**config.mk**
```make
export PLATFORM = sky130hd
export DESIGN_NAME = aqua_pump_arbiter
export DESIGN_NICKNAME = d
export VERILOG_FILES = /design/src/rtl/aqua_pump_arbiter.sv
export SDC_FILE = /design/constraint.sdc
export NUM_CORES = 1
export LEC_CHECK = 0
export BUFFER_PORTS_ARGS = -buffer_cell sky130_fd_sc_hd__buf_2
export CORE_ASPECT_RATIO = 1.5
export CORE_UTILIZATION = 60
export DETAILED_ROUTE_END_ITERATION = 10
export PLACE_DENSITY_LB_ADDON = 0.1
export SKIP_LAST_GASP = 1
export SYNTH_ARGS = -nofsm -noshare
export SYNTH_HDL_FRONTEND = slang
export SYNTH_SLANG_ARGS = --single-unit
```
**constraint.sdc**
```tcl
create_clock -name clk -period 4.2 [get_ports clk]
set_input_delay 0.84 -clock clk [delete_from_list [all_inputs] [get_ports clk]]
set_output_delay 0.84 -clock clk [all_outputs]
set_load 0.005 [all_outputs]
```
**src/rtl/aqua_pump_arbiter.sv**
```systemverilog
// aqua_pump_arbiter: round-robin owner of a shared water pump for two vending units.
// Each grant runs the pump for (5 or 10 liters) * CYCLES_PER_LITER clock cycles.
// The owner may abort by dropping its request while the pump runs.
// All outputs are registered. The next-state logic computes every output's next
// value, and the register process captures it.
// Optional feature macro: AQUA_TANK_LEVEL_EN adds the refill input, the tank_level
// output and the reject_a/reject_b outputs. Without it the tank is unlimited.
module aqua_pump_arbiter #(
    parameter int CYCLES_PER_LITER = 4,
    parameter int TANK_CAP         = 200
) (
    input  logic       clk,
    input  logic       reset,
    input  logic       req_a,
    input  logic       req_b,
    input  logic       vol_a,
    input  logic       vol_b,
`ifdef AQUA_TANK_LEVEL_EN
    input  logic       refill,
    output logic [7:0] tank_level,
    output logic       reject_a,
    output logic       reject_b,
`endif
    output logic       grant_a,
    output logic       grant_b,
    output logic       done_a,
    output logic       done_b,
    output logic       pump_on,
    output logic [3:0] liters_left,
    output logic       busy
);

    // Elaboration-time guards on the parameter ranges
    if (CYCLES_PER_LITER < 1 || CYCLES_PER_LITER > 255) begin : g_bad_cpl
        $error("aqua_pump_arbiter: CYCLES_PER_LITER must be 1..255");
    end
    if (TANK_CAP < 0 || TANK_CAP > 255) begin : g_bad_cap
        $error("aqua_pump_arbiter: TANK_CAP must fit in 8 bits");
    end

    typedef enum logic [1:0] {
        IDLE  = 2'd0,
        GRANT = 2'd1,
        PUMP  = 2'd2,
        DONE  = 2'd3
    } state_t;

    localparam logic [7:0] CNT_MAX = 8'(CYCLES_PER_LITER - 1);
`ifdef AQUA_TANK_LEVEL_EN
    localparam logic [7:0] CAP8 = 8'(TANK_CAP);
`endif

    state_t     state;
    state_t     state_nx;
    logic [7:0] cnt;
    logic [7:0] cnt_nx;
    logic       owner_b;
    logic       owner_b_nx;
    logic       last_b;
    logic       last_b_nx;
    logic       grant_a_nx;
    logic       grant_b_nx;
    logic       done_a_nx;
    logic       done_b_nx;
    logic       pump_nx;
    logic [3:0] liters_nx;
`ifdef AQUA_TANK_LEVEL_EN
    logic [7:0] tank_nx;
    logic       reject_a_nx;
    logic       reject_b_nx;
`endif

    logic [3:0] vol_liters;
    logic       owner_req;
    logic       a_wins;

    // Liters requested by the current owner.
    // Only consumed in GRANT, so later vol changes have no effect.
    assign vol_liters = (owner_b ? vol_b : vol_a) ? 4'd10 : 4'd5;
    // Request line of whichever unit currently owns the pump
    assign owner_req  = owner_b ? req_b : req_a;
    // A wins when it is the only requester, or on a tie when B was served last
    assign a_wins     = req_a && (!req_b || last_b);

    // Next-state and next-output computation for the four-state transaction FSM
    always_comb begin
        state_nx    = state;
        cnt_nx      = cnt;
        owner_b_nx  = owner_b;
        last_b_nx   = last_b;
        grant_a_nx  = grant_a;
        grant_b_nx  = grant_b;
        done_a_nx   = 1'b0;
        done_b_nx   = 1'b0;
        pump_nx     = pump_on;
        liters_nx   = liters_left;
`ifdef AQUA_TANK_LEVEL_EN
        tank_nx     = tank_level;
        reject_a_nx = 1'b0;
        reject_b_nx = 1'b0;
`endif
        case (state)
            IDLE: begin
                grant_a_nx = 1'b0;
                grant_b_nx = 1'b0;
                pump_nx    = 1'b0;
                cnt_nx     = '0;
`ifdef AQUA_TANK_LEVEL_EN
                if (refill) begin
                    tank_nx = CAP8;
                end
`endif
                if (req_a || req_b) begin
                    state_nx   = GRANT;
                    owner_b_nx = !a_wins;
                    grant_a_nx = a_wins;
                    grant_b_nx = !a_wins;
                end
            end
            GRANT: begin
`ifdef AQUA_TANK_LEVEL_EN
                if ({4'd0, vol_liters} > tank_level) begin
                    state_nx    = IDLE;
                    grant_a_nx  = 1'b0;
                    grant_b_nx  = 1'b0;
                    last_b_nx   = owner_b;
                    reject_a_nx = !owner_b;
                    reject_b_nx = owner_b;
                end else begin
                    state_nx  = PUMP;
                    pump_nx   = 1'b1;
                    liters_nx = vol_liters;
                    cnt_nx    = '0;
                end
`else
                state_nx  = PUMP;
                pump_nx   = 1'b1;
                liters_nx = vol_liters;
                cnt_nx    = '0;
`endif
            end
            PUMP: begin
                if (!owner_req) begin
                    state_nx   = IDLE;
                    pump_nx    = 1'b0;
                    liters_nx  = '0;
                    cnt_nx     = '0;
                    grant_a_nx = 1'b0;
                    grant_b_nx = 1'b0;
                    last_b_nx  = owner_b;
                end else if (cnt == CNT_MAX) begin
                    cnt_nx    = '0;
                    liters_nx = liters_left - 4'd1;
`ifdef AQUA_TANK_LEVEL_EN
                    tank_nx   = tank_level - 8'd1;
`endif
                    if (liters_left == 4'd1) begin
                        state_nx  = DONE;
                        pump_nx   = 1'b0;
                        done_a_nx = !owner_b;
                        done_b_nx = owner_b;
                    end
                end else begin
                    cnt_nx = cnt + 8'd1;
                end
            end
            DONE: begin
                state_nx   = IDLE;
                grant_a_nx = 1'b0;
                grant_b_nx = 1'b0;
                last_b_nx  = owner_b;
            end
            default: begin
                state_nx   = IDLE;
                grant_a_nx = 1'b0;
                grant_b_nx = 1'b0;
                pump_nx    = 1'b0;
                liters_nx  = '0;
                cnt_nx     = '0;
            end
        endcase
    end

    // State and registered outputs; reset stops the pump at once and gives A the next tie
    always_ff @(posedge clk or negedge reset) begin
        if (!reset) begin
            state       <= IDLE;
            cnt         <= '0;
            owner_b     <= 1'b0;
            last_b      <= 1'b1;
            grant_a     <= 1'b0;
            grant_b     <= 1'b0;
            done_a      <= 1'b0;
            done_b      <= 1'b0;
            pump_on     <= 1'b0;
            liters_left <= '0;
            busy        <= 1'b0;
`ifdef AQUA_TANK_LEVEL_EN
            tank_level  <= CAP8;
            reject_a    <= 1'b0;
            reject_b    <= 1'b0;
`endif
        end else begin
            state       <= state_nx;
            cnt         <= cnt_nx;
            owner_b     <= owner_b_nx;
            last_b      <= last_b_nx;
            grant_a     <= grant_a_nx;
            grant_b     <= grant_b_nx;
            done_a      <= done_a_nx;
            done_b      <= done_b_nx;
            pump_on     <= pump_nx;
            liters_left <= liters_nx;
            busy        <= (state_nx != IDLE);
`ifdef AQUA_TANK_LEVEL_EN
            tank_level  <= tank_nx;
            reject_a    <= reject_a_nx;
            reject_b    <= reject_b_nx;
`endif
        end
    end

endmodule

```
==> impl_metrics.env, run 1 <==
export IMPL_hold_violations=0
export IMPL_critical_path_top_delay_family="flip-flops"
export IMPL_synth_enable_flop_cells=0
export IMPL_die_h_um=58.1
export IMPL_coreArea_um2=1900
export IMPL_ys_async_sr_fraction=1.00
export IMPL_ys_flop_type="sky130_fd_sc_hd__dfrtp_1"
export IMPL_run_status="finished, final reports clean"
export IMPL_die_width_um=39.4
export IMPL_pin_count_of_the_biggest_net_entering_global_routing=25
export IMPL_synth_cell_area_um2=1260
export IMPL_drt_wirelength_per_cell_um=15.2
export IMPL_leakage_power_nw=0.615
export IMPL_max_clock_path_buffers=2
export IMPL_worstSetupEndpointType="flip-flop"
export IMPL_skew_pair_late_insertion_delay_ns=0.31
export IMPL_finalNonFillerCells=170
export IMPL_clockRootBuffer="sky130_fd_sc_hd__clkbuf_4"
export IMPL_rows=19
export IMPL_vdd_ir_drop_max_uv=292
export IMPL_io_pin_count=16
export IMPL_synth_net_count=144
export IMPL_gr_total_overflow=0
export IMPL_floorplan_initialDensity=0.662
export IMPL_setup_violations_final=0
export IMPL_worstPathMaxFanout=24
export IMPL_final_period_minus_worst_setup_slack_ns=1.93
export IMPL_area_growth_syn_to_layout_pct=8.75
export IMPL_tritoncts_clock_tree="done"
export IMPL_finalWeightedCongestion=0.842
export IMPL_synth_yosys_seq_area_share=0.438
export IMPL_synth_area_per_cell_um2=9.32
export IMPL_setup_slack_of_the_critical_path_after_layout_ns=2.27
export IMPL_drt_iter0_markers=48
export IMPL_cell_internal_pwr_uw=463
export IMPL_dr_total_vias=1092
export IMPL_switching_pwr_uw=336
export IMPL_vias_per_cell=6.42
export IMPL_post_synthesis_cells=135
export IMPL_cts_max_level=1
export IMPL_grt_antenna_before_repair=0
export IMPL_postPlaceCellArea_um2=1330
export IMPL_arrival_ns=2.19
export IMPL_dpl_cell_count=166
export IMPL_synthTopCellsByArea="sky130_fd_sc_hd__dfrtp_1, sky130_fd_sc_hd__o21ai_0, sky130_fd_sc_hd__nand2_1, sky130_fd_sc_hd__ha_1, sky130_fd_sc_hd__nor2_1"
export IMPL_num_nets_final=159
export IMPL_number_of_buffers_created_by_cts=3
export IMPL_number_of_hold_buffers_added_after_cts=0
export IMPL_finalCritPeriodShare=0.459
export IMPL_drcViolationCount=0
export IMPL_clock_sinks=22
export IMPL_synth_common_cells="sky130_fd_sc_hd__dfrtp_1, sky130_fd_sc_hd__nand2_1, sky130_fd_sc_hd__o21ai_0"
export IMPL_timing_critical_path_slowest_cell_delay_ns=0.83
export IMPL_numPortBuffers=15
export IMPL_holdCritPathClass="in2async"
export IMPL_grt_pass1_vias=1079
export IMPL_place_detailed_hpwl_mm=1.90
export IMPL_worst_slew_pin_transition_ns=0.722
export IMPL_die_area_um2=2290
export IMPL_worst_setup_path_type="reg2reg"
export IMPL_finalClockSkew_ns=0.00430
export IMPL_num_antenna_cells=0
export IMPL_grt_first_pass_wirelength_mm=4.56
export IMPL_netlist_area_leader_share=0.417
export IMPL_dpl_worst_slack_ns=2.17
export IMPL_post_route_ant_nets=0
export IMPL_wl_mm=2.58
export IMPL_post_synth_num_cell_types=44
export IMPL_pwr_share_seq=0.475
export IMPL_cp_start_kind="flip-flop"
export IMPL_maxCapViolCount=0
export IMPL_detail_route_first_pass_iterations=4
export IMPL_timing_setup_tns_ns=0
export IMPL_synthDominantAreaCellType="sky130_fd_sc_hd__dfrtp_1"
export IMPL_share_of_the_core_filled_with_cells=0.720
export IMPL_holdWs_ns=0.463
export IMPL_clk_transition_reported_paths_ns=0.12
export IMPL_gr_usage_all_layers=0.274
export IMPL_cts_repair_timing_setup_buffer_count=0
export IMPL_cts_repair_resize_count=0
export IMPL_slew_viol_final=0
export IMPL_p_per_area_nw_per_um2=583
export IMPL_clkPwrFrac=0.146
export IMPL_crit_slowest_cell="sky130_fd_sc_hd__dfrtp_1"
export IMPL_totalPowerFinal_uw=799
export IMPL_max_slew_headroom=0.519
export IMPL_critPathBufInv=0
export IMPL_combinationalPowerShare=0.379
export IMPL_switching_share=0.420
export IMPL_fmax_mhz=518
export IMPL_crit_path_cell_trace="nand2b_1 -> a211o_4 -> nor4_2 -> a21o_1"
export IMPL_worstPathRequired_ns=4.46
export IMPL_rsz_0062_raised_after_global_routing="no"
export IMPL_layout_cell_area_non_filler_um2=1370
export IMPL_synth_warnings=0
export IMPL_synth_most_common_cell="sky130_fd_sc_hd__dfrtp_1"
export IMPL_ys_seq_elements=22
export IMPL_final_layout_size_suffix_gt1_frac=0.188
[kinds of logic after synthesis]
kind of cell             after synthesis  synth area share
AND/OR/NAND/NOR                       50             0.216
buffers and inverters                 13            0.0457
flip-flops                            22             0.438
multiplexers                           4            0.0358
XOR/XNOR                               1           0.00696
adder cells (fa/ha/maj)                3            0.0298
AO/OA/AOI/OAI                         42             0.228
[final cells by class]
type / instances / area, um2
multi-input combinational: 100 / 649
sequential: 22 / 552
fill: 148 / 533
timing repair buffer: 15 / 75.1
clock buffer: 4 / 36.3
inverter: 8 / 30.0
tap: 21 / 26.3
[cells in the final DEF (no fill, tap or decap), types with 2 or more instances in the layout]
master | synthesis | routed
sky130_fd_sc_hd__a21o_1 | 3 | 3
sky130_fd_sc_hd__nand2b_1 | 2 | 2
sky130_fd_sc_hd__a31o_2 | 2 | 2
sky130_fd_sc_hd__clkbuf_4 | 0 | 3
sky130_fd_sc_hd__a31oi_1 | 5 | 5
sky130_fd_sc_hd__nor2_1 | 10 | 10
sky130_fd_sc_hd__inv_1 | 8 | 8
sky130_fd_sc_hd__ha_1 | 3 | 3
sky130_fd_sc_hd__nand4_1 | 2 | 2
sky130_fd_sc_hd__nor2b_1 | 3 | 3
sky130_fd_sc_hd__and2_1 | 3 | 3
sky130_fd_sc_hd__nand2_1 | 14 | 14
sky130_fd_sc_hd__o21ai_0 | 12 | 12
sky130_fd_sc_hd__nand3_1 | 7 | 7
sky130_fd_sc_hd__buf_2 | 1 | 15
sky130_fd_sc_hd__and3_1 | 2 | 2
sky130_fd_sc_hd__mux2i_1 | 2 | 2
sky130_fd_sc_hd__dfrtp_1 | 21 | 21
sky130_fd_sc_hd__o211ai_1 | 2 | 2
sky130_fd_sc_hd__a21oi_1 | 6 | 6
[per-layer routing]
| metal | track usage | vias to the layer above | wire length, um |
|---|---|---|---|
| met2 | 0.462 | 39 | 1320 |
| met3 | 0.0345 | 9 | 126 |
| met1 | 0.341 | 521 | 1080 |
| li1 | - | 523 | - |
| met4 | 0.113 | 0 | 57 |
| met5 | 0 | - | 0 |
[worst paths after layout]
check	startpoint	endpoint	slack (ns)	depth (start not counted)
max	state[1]	cnt[7]	2.27	4
min	reset	done_a	0.46	1
max reg2reg	state[1]	cnt[7]	2.27	4
min reg2reg	last_b	last_b	0.51	2
max in group asynchronous	reset	last_b	3.39	1
min in group clk	last_b	last_b	0.51	2
[registers in the layout, summed over array words and instances (netlist names)]
register     cells
last_b           1
busy             1
grant_a          1
state            2
done_a           1
grant_b          1
owner_b          1
cnt              8
done_b           1
pump_on          1
liters_left      4
[power groups by stage]
stage	Clock [mW]	Combinational, mW	Sequential, mW
floorplan	0	0.268	0.320
global placement	0	0.295	0.376
detailed placement	0	0.300	0.381
CTS	0.117	0.302	0.376
global route	0.124	0.346	0.392
finish	0.117	0.302	0.379
(Power assumes the default switching activity.)
==> run 2: changes to the inputs <==
--- a/config.mk
+++ b/config.mk
@@ -7,7 +7,7 @@
 export LEC_CHECK = 0
 export BUFFER_PORTS_ARGS = -buffer_cell sky130_fd_sc_hd__buf_2
 export CORE_ASPECT_RATIO = 1.5
-export CORE_UTILIZATION = 60
+export CORE_UTILIZATION = 51
 export DETAILED_ROUTE_END_ITERATION = 10
 export PLACE_DENSITY_LB_ADDON = 0.1
 export SKIP_LAST_GASP = 1
==> constraint.sdc (replaced) <==
create_clock -name clk -period 1.7 [get_ports clk]
set_input_delay 0.34 -clock clk [delete_from_list [all_inputs] [get_ports clk]]
set_output_delay 0.34 -clock clk [all_outputs]
set_load 0.005 [all_outputs]
==> impl_metrics.env, run 2 (synthesis results as in run 1) <==
export IMPL_run_status="finished, final reports clean"
export IMPL_pin_count_of_the_biggest_net_entering_global_routing=23
export IMPL_slew_viol_final=0
export IMPL_finalClockSkew_ns=0.00999
export IMPL_drt_iter0_markers=57
export IMPL_vdd_ir_drop_max_uv=569
export IMPL_rows=21
export IMPL_most_common_layout_cells="sky130_fd_sc_hd__dfrtp_1, sky130_fd_sc_hd__buf_2, sky130_fd_sc_hd__nand2_1"
export IMPL_clk_transition_reported_paths_ns=0.12
export IMPL_die_width_um=42.6
export IMPL_met2_wirelength_mm=1.61
export IMPL_totalPowerFinal_mw=2.07
export IMPL_grt_pass1_vias=1143
export IMPL_pwr_share_seq=0.393
export IMPL_leakage_power_nw=0.670
export IMPL_switching_share=0.421
export IMPL_share_of_the_core_filled_with_cells=0.649
export IMPL_arrival_ns=1.87
export IMPL_final_period_minus_worst_setup_slack_ns=1.65
export IMPL_cts_max_level=1
export IMPL_worstPathRequired_ns=1.92
export IMPL_drcViolationCount=0
export IMPL_numPortBuffers=15
export IMPL_finalWeightedCongestion=0.816
export IMPL_layout_area_seq_um2=553
export IMPL_flip_flop_count_of_the_largest_register_after_layout=8
export IMPL_routed_top_layer="met4"
export IMPL_final_layout_size_suffix_gt1_frac=0.273
export IMPL_wl_met1_mm=1.23
export IMPL_timing_critical_path_slowest_cell_delay_ns=0.43
export IMPL_crit_slowest_cell="sky130_fd_sc_hd__dfrtp_2"
export IMPL_worstSetupEndpointType="flip-flop"
export IMPL_wl_mm=2.98
export IMPL_io_pin_count=16
export IMPL_clock_sinks=22
export IMPL_finalCritPeriodShare=0.973
export IMPL_dr_total_vias=1165
export IMPL_place_detailed_hpwl_mm=2.11
export IMPL_crit_path_cell_trace="ha_4 -> nor4b_4 -> buf_4 -> and2_4 -> o21ai_0 -> a31o_2"
export IMPL_hold_violations=0
export IMPL_num_nets_final=171
export IMPL_worst_setup_path_type="reg2reg"
export IMPL_die_area_um2=2680
export IMPL_worstPathMaxFanout=5
export IMPL_setup_violations_final=0
export IMPL_area_of_the_multi_input_gates_um2=678
export IMPL_fmax_mhz=604
export IMPL_max_slew_headroom=0.671
export IMPL_grt_antenna_before_repair=0
export IMPL_max_clock_path_buffers=2
export IMPL_grt_first_pass_wirelength_mm=5.02
export IMPL_clockRootBuffer="sky130_fd_sc_hd__clkbuf_4"
export IMPL_register_with_the_most_flip_flops="cnt"
export IMPL_tritoncts_clock_tree="done"
export IMPL_detail_route_first_pass_iterations=4
export IMPL_cell_internal_pwr_mw=1.20
export IMPL_cp_start_kind="flip-flop"
export IMPL_floorplan_initialDensity=0.551
export IMPL_met3_length_um=73
export IMPL_gr_usage_all_layers=0.242
export IMPL_worst_slew_pin_transition_ns=0.494
export IMPL_coreArea_um2=2290
export IMPL_postPlaceCellArea_um2=1400
export IMPL_holdCritPathClass="in2reg"
export IMPL_die_h_um=62.8
export IMPL_mostFrequentLayoutCell="sky130_fd_sc_hd__dfrtp_1"
export IMPL_post_route_ant_nets=0
export IMPL_switching_pwr_uw=873
export IMPL_number_of_buffers_created_by_cts=3
export IMPL_p_per_area_nw_per_um2=1400
export IMPL_gr_total_overflow=0
export IMPL_area_growth_syn_to_layout_pct=17.9
export IMPL_layout_top_registers="cnt: 8 flops, liters_left: 4 flops, state: 2 flops"
export IMPL_vias_per_cell=6.33
export IMPL_fillCellCount=207
export IMPL_maxCapViolCount=0
export IMPL_clkPwrFrac=0.120
export IMPL_skew_pair_late_insertion_delay_ns=0.31
export IMPL_layout_cell_area_non_filler_um2=1480
export IMPL_drt_wirelength_per_cell_um=16.2
export IMPL_num_antenna_cells=0
export IMPL_combinationalPowerShare=0.487
## run 2: critical path: cells and delay by family (launching register included)
family | cells | cell delay, ns
compound gates | 2 | 0.37
fa+ha+maj | 1 | 0.15
buf+inv | 1 | 0.19
flops | 1 | 0.43
simple gates | 2 | 0.40
## run 2: through the flow
step	std cells	hold slack, ns	TNS [ns]	setup slack, ns
4_1_cts	182	0.353	-0.00200	-0.00200
3_3_place_gp	177	0.326	0	0.0819
2_1_floorplan	135	0.0444	0	0.153
5_1_grt	184	0.357	-0.0200	-0.0200
3_5_place_dp	177	0.330	0	0.0124
6_report	184	0.358	0	0.0455
## run 2: repair_timing
action / 4_1_cts / 5_1_grt
gates cloned: 0 / 0
endpoints found under the setup margin: 1 / 9
setup buffers: 0 / 3
hold buffers: 1 / 0
gates resized for setup: 1 / 7
pin swaps: 0 / 6
endpoints found under the hold margin: 21 / 0
## run 2: path summary, 6_finish.rpt
kind                       slack [ns]   start        endpoint  cells after the start
min in group asynchronous        0.51   reset  liters_left[2]                      2
max in group asynchronous        0.83   reset          last_b                      2
max reg2reg                      0.05  cnt[1]  liters_left[0]                      6
min                              0.36   req_b        state[0]                      3
max                              0.05  cnt[1]  liters_left[0]                      6
min reg2reg                      0.51  last_b          last_b                      2
## run 2: per-layer routing
layer	vias to the layer above	track usage
li1	549	-
met1	575	0.275
met2	31	0.444
met3	10	0.0202
met4	0	0.105
met5	-	0
## run 2: area by class of cell
cell class,count,area share
inverters,8,0.0202
repair buffers,27,0.113
flip-flops and latches,22,0.373
well taps,23,0.0194
multi-input cells,100,0.457
clock buffers,4,0.0177
## run 2: power by group through the flow
stage	clock (mW)	sequential (mW)	combinational, mW
2_1_floorplan	0	0.790	0.663
3_3_place_gp	0	0.811	0.957
4_1_cts	0.254	0.807	0.985
6_report	0.248	0.814	1.01
5_1_grt	0.281	0.833	1.12
3_5_place_dp	0	0.817	0.976
==> run 3: changes to the inputs <==
--- a/config.mk
+++ b/config.mk
@@ -10,6 +10,7 @@
 export CORE_UTILIZATION = 51
 export DETAILED_ROUTE_END_ITERATION = 10
 export PLACE_DENSITY_LB_ADDON = 0.1
+export RECOVER_POWER = 25
 export SKIP_LAST_GASP = 1
 export SYNTH_ARGS = -nofsm -noshare
 export SYNTH_HDL_FRONTEND = slang
==> impl_metrics.env, run 3 (synthesis results as in run 1) <==
export IMPL_share_of_the_core_filled_with_cells=0.649
export IMPL_rr_endpoint="liters_left[0]"
export IMPL_setup_slack_of_the_critical_path_after_layout_ns=0.0544
export IMPL_critical_path_sink="liters_left[0]"
export IMPL_gr_usage_all_layers=0.242
export IMPL_gr_total_overflow=0
export IMPL_critical_path_top_delay_family="flip-flops"
export IMPL_layout_cell_area_non_filler_um2=1480
export IMPL_grt_antenna_before_repair=0
export IMPL_mostFrequentLayoutCell="sky130_fd_sc_hd__dfrtp_1"
export IMPL_cell_internal_pwr_mw=1.20
export IMPL_hold_violations=0
export IMPL_worstPathMaxFanout=5
export IMPL_finalNonFillerCells=184
export IMPL_final_period_minus_worst_setup_slack_ns=1.65
export IMPL_flip_flop_count_of_the_largest_register_after_layout=8
export IMPL_wl_mm=2.97
export IMPL_area_growth_syn_to_layout_pct=17.9
export IMPL_grt_first_pass_wirelength_mm=5.02
export IMPL_setup_violations_final=0
export IMPL_vdd_ir_drop_max_uv=568
export IMPL_rr_startpoint="cnt[1]"
export IMPL_area_of_the_multi_input_gates_um2=678
export IMPL_cp_start_kind="flip-flop"
export IMPL_pwr_share_seq=0.393
export IMPL_switching_pwr_uw=869
export IMPL_worstSetupEndpointType="flip-flop"
export IMPL_coreArea_um2=2290
export IMPL_final_layout_size_suffix_gt1_frac=0.273
export IMPL_post_route_ant_nets=0
export IMPL_worst_setup_path_type="reg2reg"
export IMPL_run_status="finished, final reports clean"
export IMPL_skew_pair_late_insertion_delay_ns=0.31
export IMPL_switching_share=0.420
export IMPL_finalWeightedCongestion=0.816
export IMPL_dr_total_vias=1150
export IMPL_detail_route_first_pass_iterations=4
export IMPL_cts_max_level=1
export IMPL_critPathBufInv=1
export IMPL_worstPathRequired_ns=1.92
export IMPL_dpl_worst_slack_ns=0.0124
export IMPL_drcViolationCount=0
export IMPL_postPlaceCellArea_um2=1400
export IMPL_clk_transition_reported_paths_ns=0.12
export IMPL_clock_sinks=22
export IMPL_worst_r2r_path_depth=6
export IMPL_clockRootBuffer="sky130_fd_sc_hd__clkbuf_4"
export IMPL_holdWs_ns=0.361
export IMPL_die_h_um=62.8
export IMPL_holdCritPathClass="in2reg"
export IMPL_max_clock_path_buffers=2
export IMPL_grt_pass1_vias=1143
export IMPL_slew_viol_final=0
export IMPL_rows=21
export IMPL_timing_critical_path_slowest_cell_delay_ns=0.43
export IMPL_tritoncts_clock_tree="done"
export IMPL_place_detailed_hpwl_mm=2.11
export IMPL_finalClockSkew_ns=0.0108
export IMPL_totalPowerFinal_mw=2.07
export IMPL_dpl_cell_count=177
export IMPL_numPortBuffers=15
export IMPL_reg2reg_slack_ns=0.05
export IMPL_die_width_um=42.6
export IMPL_number_of_buffers_created_by_cts=3
export IMPL_layout_top_registers="cnt: 8 flops, liters_left: 4 flops, state: 2 flops"
export IMPL_layout_area_seq_um2=553
export IMPL_max_slew_headroom=0.638
export IMPL_crit_slowest_cell="sky130_fd_sc_hd__dfrtp_2"
export IMPL_combinationalPowerShare=0.488
export IMPL_fmax_mhz=608
export IMPL_timing_setup_tns_ns=0
export IMPL_finalCritPeriodShare=0.968
export IMPL_num_nets_final=171
export IMPL_leakage_power_nw=0.670
export IMPL_floorplan_initialDensity=0.551
export IMPL_drt_wirelength_per_cell_um=16.1
export IMPL_die_area_um2=2680
export IMPL_vias_per_cell=6.25
export IMPL_clkPwrFrac=0.119
export IMPL_most_common_layout_cells="sky130_fd_sc_hd__dfrtp_1, sky130_fd_sc_hd__buf_2, sky130_fd_sc_hd__nand2_1"
export IMPL_register_with_the_most_flip_flops="cnt"
export IMPL_fillCellCount=207
export IMPL_p_per_area_nw_per_um2=1390
export IMPL_crit_path_cell_trace="ha_4 -> nor4b_4 -> buf_4 -> and2_4 -> o21ai_0 -> a31o_2"
export IMPL_num_antenna_cells=0
export IMPL_arrival_ns=1.86
export IMPL_critical_path_depth_in_cells=6
export IMPL_io_pin_count=16
export IMPL_drt_iter0_markers=36
export IMPL_worst_slew_pin_transition_ns=0.543
export IMPL_worstSetupStartpoint="cnt[1]"
export IMPL_maxCapViolCount=0
export IMPL_pin_count_of_the_biggest_net_entering_global_routing=23
## run 3: how the worst min path moves through the flow
| stage | start | endpoint | slack (ns) | cells after the start |
|---|---|---|---|---|
| 6_report | req_b | state[0] | 0.36 | 3 |
| 5_1_grt | req_b | state[0] | 0.36 | 3 |
| 4_1_cts | req_b | state[0] | 0.35 | 3 |
| 3_5_place_dp | reset | busy | 0.33 | 1 |
| 3_3_place_gp | reset | grant_b | 0.33 | 1 |
| 2_1_floorplan | reset | busy | 0.04 | 0 |
## run 3: power groups by stage
stage / Clock [mW] / Sequential [mW] / Combinational (mW)
after floorplan: 0 / 0.790 / 0.663
after global placement: 0 / 0.811 / 0.957
after detailed placement: 0 / 0.817 / 0.976
after CTS: 0.254 / 0.807 / 0.985
after global routing: 0.281 / 0.833 / 1.12
final: 0.247 / 0.812 / 1.01
## run 3: tightest hold or removal path, delay by kind of cell
family	cells	cell delay [ns]
buf+inv	1	0.14
compound gates	1	0.10
simple gates	1	0.05
## run 3: what timing repair did
item | 4_1_cts | 5_1_grt
endpoints found under the setup margin | 1 | 9
hold buffers | 1 | 0
buffers inserted | 0 | 3
endpoints found under the hold margin | 21 | 0
pin swaps | 0 | 6
resized for setup | 1 | 7
## run 3: per-layer routing
layer	wire, um	vias up	share of wire	track usage
li1	-	549	-	-
met1	1240	562	0.42	0.275
met2	1600	31	0.54	0.444
met3	69	8	0.023	0.0202
met4	58	0	0.020	0.105
met5	0	-	0	0
## run 3: area by class of cell
| cell class | instances | area share |
|---|---|---|
| Sequential cell | 22 | 0.373 |
| Timing Repair Buffer | 27 | 0.113 |
| Inverter | 8 | 0.0202 |
| Multi-Input combinational cell | 100 | 0.457 |
| Clock buffer | 4 | 0.0177 |
| Tap cell | 23 | 0.0194 |
